==> src/rtl/uart_rx_frame.sv <==
// ---------------------------------------------------------------------------
// uart_rx_frame
//
// Receive-side UART for the code-density readout link. Deserialises bytes
// from RxD using an oversampling tick, then reassembles the 4-byte record
// (address high, address low, data high, data low) into one parallel
// address/data word with a single-cycle valid strobe.
//
// Build option:
//   UART_RX_PARITY_EN  - when defined, each byte carries an even-parity bit
//                        between bit 7 and the stop bit (11-bit frame).
//                        When undefined the frame is plain 8N1 (10 bits).
//
// Ports:
//   clk         in   system clock
//   rst         in   asynchronous reset, active high
//   rx_en       in   oversampling tick, one-cycle pulse at OVERSAMPLE x baud
//   RxD         in   serial input, asynchronous to clk, idle high
//   rx_addr     out  address of the last complete record
//   rx_data     out  data of the last complete record
//   rx_valid    out  one-cycle pulse when a new record is latched
//   frame_err   out  one-cycle pulse when a record is discarded
//                    (bad stop bit, bad parity bit, or inter-byte timeout)
//   byte_index  out  index of the next expected byte (0..3), debug only
// ---------------------------------------------------------------------------
module uart_rx_frame #(
    parameter int WIDTH_DATA    = 16,
    parameter int LENGTH_ADDR   = 10,
    parameter int OVERSAMPLE    = 16,
    parameter int TIMEOUT_TICKS = 1024
) (
    input  logic                   clk,
    input  logic                   rst,
    input  logic                   rx_en,
    input  logic                   RxD,
    output logic [LENGTH_ADDR-1:0] rx_addr,
    output logic [WIDTH_DATA-1:0]  rx_data,
    output logic                   rx_valid,
    output logic                   frame_err,
    output logic [1:0]             byte_index
);

    localparam int TCNT_W = $clog2(OVERSAMPLE);
    localparam int TO_W   = $clog2(TIMEOUT_TICKS + 1);
    localparam int AHI_W  = LENGTH_ADDR - 8;

    localparam logic [TCNT_W-1:0] TCNT_MID  = TCNT_W'(OVERSAMPLE / 2 - 1);
    localparam logic [TCNT_W-1:0] TCNT_LAST = TCNT_W'(OVERSAMPLE - 1);
    localparam logic [TO_W-1:0]   TO_LAST   = TO_W'(TIMEOUT_TICKS - 1);

    typedef enum logic [2:0] {
        IDLE,
        START,
        DATA,
`ifdef UART_RX_PARITY_EN
        PARITY,
`endif
        STOP,
        RECOVER
    } state_t;

    // ---------------------------------------------------------------
    // State
    // ---------------------------------------------------------------
    logic [1:0]             sync_q,    sync_d;
    state_t                 state_q,   state_d;
    logic [TCNT_W-1:0]      tcnt_q,    tcnt_d;
    logic [2:0]             bcnt_q,    bcnt_d;
    logic [7:0]             shift_q,   shift_d;
    logic                   armed_q,   armed_d;
    logic [1:0]             idx_q,     idx_d;
    logic [TO_W-1:0]        to_cnt_q,  to_cnt_d;
    logic [AHI_W-1:0]       addr_hi_q, addr_hi_d;
    logic [7:0]             addr_lo_q, addr_lo_d;
    logic [7:0]             data_hi_q, data_hi_d;
    logic [LENGTH_ADDR-1:0] rx_addr_q, rx_addr_d;
    logic [WIDTH_DATA-1:0]  rx_data_q, rx_data_d;
    logic                   rx_valid_q,  rx_valid_d;
    logic                   frame_err_q, frame_err_d;
`ifdef UART_RX_PARITY_EN
    logic                   par_err_q, par_err_d;
`endif

    logic rxs;       // synchronised serial input
    logic byte_ok;   // a byte finished with a good stop bit this cycle
    logic line_err;  // stop or parity failure this cycle
    logic timeout;   // inter-byte gap expired this cycle

    assign rxs    = sync_q[1];
    assign sync_d = {sync_q[0], RxD};

    // ---------------------------------------------------------------
    // Next-state logic
    // ---------------------------------------------------------------
    always_comb begin
        // NOTE: every signal gets a default before any branch so that no
        // path leaves it unassigned; otherwise synthesis infers a latch.
        state_d   = state_q;
        tcnt_d    = tcnt_q;
        bcnt_d    = bcnt_q;
        shift_d   = shift_q;
        armed_d   = armed_q;
        idx_d     = idx_q;
        to_cnt_d  = to_cnt_q;
        addr_hi_d = addr_hi_q;
        addr_lo_d = addr_lo_q;
        data_hi_d = data_hi_q;
        rx_addr_d = rx_addr_q;
        rx_data_d = rx_data_q;
        byte_ok   = 1'b0;
        line_err  = 1'b0;
        timeout   = 1'b0;
`ifdef UART_RX_PARITY_EN
        par_err_d = par_err_q;
`endif

        if (rx_en) begin
            unique case (state_q)
                IDLE: begin
                    // A start bit is only honoured once the line has been
                    // seen high, so a reset released mid-byte does not lock
                    // onto the tail of that byte.
                    if (!rxs && armed_q) begin
                        state_d  = START;
                        tcnt_d   = '0;
                        to_cnt_d = '0;
                    end else begin
                        if (rxs) begin
                            armed_d = 1'b1;
                        end
                        if (idx_q != 2'd0) begin
                            if (to_cnt_q == TO_LAST) begin
                                timeout  = 1'b1;
                                to_cnt_d = '0;
                            end else begin
                                to_cnt_d = to_cnt_q + 1'b1;
                            end
                        end
                    end
                end

                START: begin
                    if (tcnt_q == TCNT_MID) begin
                        if (!rxs) begin
                            state_d = DATA;
                            tcnt_d  = '0;
                            bcnt_d  = '0;
`ifdef UART_RX_PARITY_EN
                            par_err_d = 1'b0;
`endif
                        end else begin
                            // Line went back high before mid-start: glitch.
                            state_d = IDLE;
                        end
                    end else begin
                        tcnt_d = tcnt_q + 1'b1;
                    end
                end

                DATA: begin
                    // Counting restarts at mid-start, so TCNT_LAST lands
                    // in the middle of each data bit.
                    if (tcnt_q == TCNT_LAST) begin
                        tcnt_d  = '0;
                        shift_d = {rxs, shift_q[7:1]};
                        if (bcnt_q == 3'd7) begin
`ifdef UART_RX_PARITY_EN
                            state_d = PARITY;
`else
                            state_d = STOP;
`endif
                        end else begin
                            bcnt_d = bcnt_q + 1'b1;
                        end
                    end else begin
                        tcnt_d = tcnt_q + 1'b1;
                    end
                end

`ifdef UART_RX_PARITY_EN
                PARITY: begin
                    if (tcnt_q == TCNT_LAST) begin
                        tcnt_d  = '0;
                        state_d = STOP;
                        if (^{shift_q, rxs}) begin
                            par_err_d = 1'b1;
                            line_err  = 1'b1;
                        end
                    end else begin
                        tcnt_d = tcnt_q + 1'b1;
                    end
                end
`endif

                STOP: begin
                    // Sampling mid-stop leaves half a bit of slack before
                    // a back-to-back start edge can arrive.
                    if (tcnt_q == TCNT_LAST) begin
                        tcnt_d = '0;
                        if (rxs) begin
                            state_d = IDLE;
                            byte_ok = 1'b1;
                        end else begin
                            state_d  = RECOVER;
                            line_err = 1'b1;
                        end
`ifdef UART_RX_PARITY_EN
                        // The record was already dropped at the parity
                        // bit; do not accept the byte or pulse again.
                        if (par_err_q) begin
                            byte_ok  = 1'b0;
                            line_err = 1'b0;
                        end
`endif
                    end else begin
                        tcnt_d = tcnt_q + 1'b1;
                    end
                end

                RECOVER: begin
                    if (rxs) begin
                        state_d = IDLE;
                    end
                end

                default: begin
                    state_d = IDLE;
                end
            endcase
        end

        // Record assembler
        if (byte_ok) begin
            unique case (idx_q)
                2'd0: addr_hi_d = shift_q[AHI_W-1:0];
                2'd1: addr_lo_d = shift_q;
                2'd2: data_hi_d = shift_q;
                default: begin
                    rx_addr_d = {addr_hi_q, addr_lo_q};
                    rx_data_d = WIDTH_DATA'({data_hi_q, shift_q});
                end
            endcase
            idx_d = idx_q + 2'd1;
        end

        // Errors come from STOP/PARITY and timeouts only from IDLE, so
        // they never coincide with byte_ok; the OR merges any overlap
        // into a single pulse.
        if (line_err || timeout) begin
            idx_d = 2'd0;
        end

        rx_valid_d  = byte_ok && (idx_q == 2'd3);
        frame_err_d = line_err || timeout;
    end

    // ---------------------------------------------------------------
    // Registers
    // ---------------------------------------------------------------
    always_ff @(posedge clk or posedge rst) begin
        if (rst) begin
            // Idle-high reset value keeps the synchroniser from showing a
            // false start bit as reset releases.
            sync_q      <= 2'b11;
            state_q     <= IDLE;
            tcnt_q      <= '0;
            bcnt_q      <= '0;
            shift_q     <= '0;
            armed_q     <= 1'b0;
            idx_q       <= '0;
            to_cnt_q    <= '0;
            addr_hi_q   <= '0;
            addr_lo_q   <= '0;
            data_hi_q   <= '0;
            rx_addr_q   <= '0;
            rx_data_q   <= '0;
            rx_valid_q  <= 1'b0;
            frame_err_q <= 1'b0;
`ifdef UART_RX_PARITY_EN
            par_err_q   <= 1'b0;
`endif
        end else begin
            // NOTE: non-blocking assignments here so every flop samples
            // the pre-edge values; blocking would create order races.
            sync_q      <= sync_d;
            state_q     <= state_d;
            tcnt_q      <= tcnt_d;
            bcnt_q      <= bcnt_d;
            shift_q     <= shift_d;
            armed_q     <= armed_d;
            idx_q       <= idx_d;
            to_cnt_q    <= to_cnt_d;
            addr_hi_q   <= addr_hi_d;
            addr_lo_q   <= addr_lo_d;
            data_hi_q   <= data_hi_d;
            rx_addr_q   <= rx_addr_d;
            rx_data_q   <= rx_data_d;
            rx_valid_q  <= rx_valid_d;
            frame_err_q <= frame_err_d;
`ifdef UART_RX_PARITY_EN
            par_err_q   <= par_err_d;
`endif
        end
    end

    assign rx_addr    = rx_addr_q;
    assign rx_data    = rx_data_q;
    assign rx_valid   = rx_valid_q;
    assign frame_err  = frame_err_q;
    assign byte_index = idx_q;

endmodule

==> config.mk <==
export PLATFORM = sky130hd
export DESIGN_NAME = uart_rx_frame
export DESIGN_NICKNAME = d
export VERILOG_FILES = /design/src/rtl/uart_rx_frame.sv
export SDC_FILE = /design/constraint.sdc
export NUM_CORES = 1
export LEC_CHECK = 0
export BUFFER_PORTS_ARGS = -buffer_cell sky130_fd_sc_hd__buf_2
export CORE_MARGIN = 1.5
export CORE_UTILIZATION = 55
export CTS_CLUSTER_DIAMETER = 200
export DETAILED_ROUTE_END_ITERATION = 7
export GPL_TIMING_DRIVEN = 0
export PLACE_DENSITY = 0.8
export SETUP_SLACK_MARGIN = 0.3
export SYNTH_ARGS = -nofsm -noshare
export SYNTH_HDL_FRONTEND = slang
export SYNTH_SLANG_ARGS = --single-unit
==> constraint.sdc <==
create_clock -name clk -period 2.66 [get_ports clk]
set_input_delay 0.266 -clock clk [delete_from_list [all_inputs] [get_ports clk]]
set_output_delay 0.266 -clock clk [all_outputs]
set_load 0.05 [all_outputs]
==> out/results.ini <==
[routing]
drt_first_iter_violations = 152
ant_nets = 0
drc_errors = 0
wl_per_cell_um = 16.2
vias = 2334
detail_route.wirelength_um = 6430
vias_per_cell = 5.86
drt-pass1-iter-count = 4

[layout]
postLayoutCoreUtil_pct = 66.9
final_layout_size_suffix_gt1_share_pct = 31.9
final-instance-count-excl-fill = 398
synthToLayoutAreaGrowth_pct = 15.2
antenna-diode-count = 0
finalNetCount = 331

[run]
max_cap_viols = 0

[grt]
grt_antenna_before_repair = 0
grt_start_max_net_pins = 62
globalRouteOverflowTotal = 0
grt_use_total_pct = 20.4
first_global_vias = 2334
grt_pass1_wl_um = 11200

[sta]
setup_ws_ns = 0.399
finalSetupViolCount = 0
fmax_ghz = 0.442
number_of_max_slew_violations_in_the_final_report = 0
maxSlewHeadroom_pct = 59.5
final_hold_fails = 0
finalWorstPathRequiredPeriod_ns = 2.26
timing_worst_slew_pin_value_ns = 0.606
final.period_utilization_pct = 85.0
clock_skew_ns = 0.00810
rsz0062_at_grt = false

[floorplan]
die_w_um = 83.0
boundaryPins = 34
initial_core_util_pct = 58.0
die-height_um = 83.0
core_um2 = 6060
dieArea_um2 = 6880
row_count = 28

[logic_synthesis]
netlist-cell-type-count = 51
synth_top_family_by_area = multiplexers
ys_seq_elements = 80
yosysWarnings = 0
synthMuxAreaShare_pct = 17.6
area_share_of_xor_xnor_cells_in_the_synthesized_design_pct = 0.498
synth_simple_gate_area_share_pct = 12.0
synth.yosys.seq_area_share_pct = 57.0
synth_area_um2 = 3520
most_repeated_cell_in_the_gate_level_netlist_after_synthesis = sky130_fd_sc_hd__dfrtp_1
synth.top_cells.by_count = sky130_fd_sc_hd__dfrtp_1 (78), sky130_fd_sc_hd__mux2_2 (35), sky130_fd_sc_hd__mux2_1 (19)
post_synth_inst_count = 272
synth_compound_area_share_pct = 8.04
synthAdderAreaFrac_pct = 2.85
synth-edff-count = 0
ys_top_cells_by_area = sky130_fd_sc_hd__dfrtp_1 (55%), sky130_fd_sc_hd__mux2_2 (11%), sky130_fd_sc_hd__mux2_1 (6.1%)
ys.flop_type = sky130_fd_sc_hd__dfrtp_1
synth_fp_nets = 284
synth_async_sr_flop_share_pct = 100
netlist.top_cell.by_area = sky130_fd_sc_hd__dfrtp_1
synth_largest_type_area_fraction_pct = 55.5
synth.avg_cell_area_um2 = 12.9

[placement]
detailedPlacementHpwl_um = 4320
gp_congestion = 0.842
numPortBuffers = 33
post-place-cells = 381
setup_slack_placement_ns = 0.408

[clocking]
h_tree_depth = 3
cts_made_buffers = 9
clkTransAtPathRegs_ns = 0.08
cts_post_setup_buffers_inserted = 0
clock_tree_from_tritoncts = built
worst_skew_late_latency_ns = 0.35
ctsRootBufferMaster = sky130_fd_sc_hd__clkbuf_8
cts.sink_count = 80
max-clock-path-buffers = 2

[pwr]
power.density_nw_per_um2 = 636
p_leak_nw = 2.09
max-vdd-ir-drop_mv = 0.383
total_power_mw = 2.58

[worst_setup_path]
cp_slowest_cell = sky130_fd_sc_hd__dfrtp_1
timing.critical_path.slowest_cell_delay_ns = 0.41
crit_chain = ha_1 -> and4_1 -> and4_1 -> buf_4 -> nand2_4 -> buf_2 -> mux2_1
worstPathRequired_ns = 2.88
timing.setup.critical_path_class = reg -> reg
cp-end-kind = flip-flop
critical_path.most_common_cell = sky130_fd_sc_hd__and4_1
startpoint_type = flip-flop
worst_ep_arrival_time_ns = 2.49
path_max_fanout = 10

[hold_path]
hold_path.class = in -> reg

[run_status]
outcome = finished clean

report_power, final:
group	total (mW)	switching (mW)	internal (mW)
logic	0.301	0.187	0.114
clock network	0.976	0.446	0.529
registers	1.30	0.0452	1.26
cell type report:
| type | instances | area [µm²] |
|---|---|---|
| fillers | 437 | 2010 |
| flip-flops and latches | 80 | 2000 |
| clock buffers | 9 | 124 |
| well taps | 75 | 93.8 |
| repair buffers | 36 | 213 |
| inverters | 6 | 25.0 |
| multi-input cells | 177 | 1450 |
| clock inverters | 6 | 93.8 |
| plain buffers | 9 | 51.3 |
through the flow:
stage	hold WS, ns	instance area (µm²)	TNS (ns)
CTS	0.00760	4030	0
detailed placement	0.238	3810	0
floorplan	0.270	3520	0
global route	0.305	4050	0
finish	0.289	4050	0
global placement	0.346	3780	-39.98
cells by family (layout without fill, tap and decap cells):
logic type / count (synthesis) / in the layout
xor gates and xnor gates: 2 / 2
and+or+nand+nor: 70 / 70
DFF: 80 / 80
adders and majority gates: 8 / 8
muxes: 55 / 55
buffers and inverters: 15 / 66
AOI/OAI and AO/OA: 42 / 42
critical path: cells and delay by family, from the launching register on:
| kind | cells | cell delay [ns] |
|---|---|---|
| buf+inv | 2 | 0.46 |
| flops | 1 | 0.41 |
| fa+ha+maj | 1 | 0.27 |
| simple gates | 3 | 0.60 |
| mux | 1 | 0.38 |
registers in the layout, indices dropped and copies added (netlist names):
| register | flops |
|---|---|
| state_q | 3 |
| rx_valid | 1 |
| shift_q | 8 |
| rx_data | 16 |
| bcnt_q | 3 |
| rx_addr | 10 |
| tcnt_q | 4 |
| armed_q | 1 |
| to_cnt_q | 11 |
| addr_lo_q | 8 |
| frame_err | 1 |
| byte_index | 2 |
| addr_hi_q | 2 |
| sync_q | 2 |
| data_hi_q | 8 |
final timing paths:
| kind | from | end | slack, ns | depth (start not counted) |
|---|---|---|---|---|
| worst max register to register | tcnt_q[0] | rx_addr[5] | 0.40 | 7 |
| worst max-delay path | tcnt_q[0] | rx_addr[5] | 0.40 | 7 |
| worst min-delay path | rx_en | state_q[2] | 0.29 | 3 |
| max in group asynchronous | rst | sync_q[1] | 1.64 | 4 |
| worst min register to register | sync_q[0] | sync_q[1] | 0.36 | 0 |
| min in group asynchronous | rst | to_cnt_q[8] | 0.40 | 3 |
cell usage in the layout (no fill, tap or decap), drive strengths merged, types with 2 or more instances in the layout:
| cell type | synthesis | routed |
|---|---|---|
| mux2 | 54 | 54 |
| xnor2 | 2 | 2 |
| nand2b | 2 | 2 |
| clkbuf | 2 | 11 |
| and3 | 4 | 4 |
| nor4b | 2 | 2 |
| nand3b | 3 | 3 |
| buf | 7 | 41 |
| nand2 | 19 | 19 |
| nor3 | 2 | 2 |
| inv | 6 | 7 |
| dfrtp | 78 | 78 |
| and2 | 2 | 2 |
| nand4 | 7 | 7 |
| clkinv | 0 | 2 |
| dfstp | 2 | 2 |
| nor2b | 2 | 2 |
| nand3 | 6 | 6 |
| a21o | 3 | 3 |
| bufinv | 0 | 2 |
| a21oi | 5 | 5 |
| and4 | 3 | 3 |
| dlygate4sd3 | 0 | 2 |
| ha | 8 | 8 |
| o21ai | 16 | 16 |
| or2 | 3 | 3 |
| o31ai | 5 | 5 |
| or4 | 3 | 3 |
| o41ai | 2 | 2 |
| nor2 | 8 | 8 |
metal layers:
layer / global-route usage (%) / vias to the layer above / wire length (µm)
li1: - / 1089 / -
met1: 27.2 / 1186 / 3000
met5: 0 / - / 0
met3: 3.98 / 9 / 249
met4: 10.2 / 0 / 103
met2: 32.1 / 50 / 3080
repair_timing:
| item | CTS | global route |
|---|---|---|
| resized for setup | 0 | 1 |
| endpoints found under the hold margin | 19 | 1 |
| hold buffers | 1 | 1 |
| setup endpoints to repair | 0 | 2 |
Power figures use the tool's default switching activity.
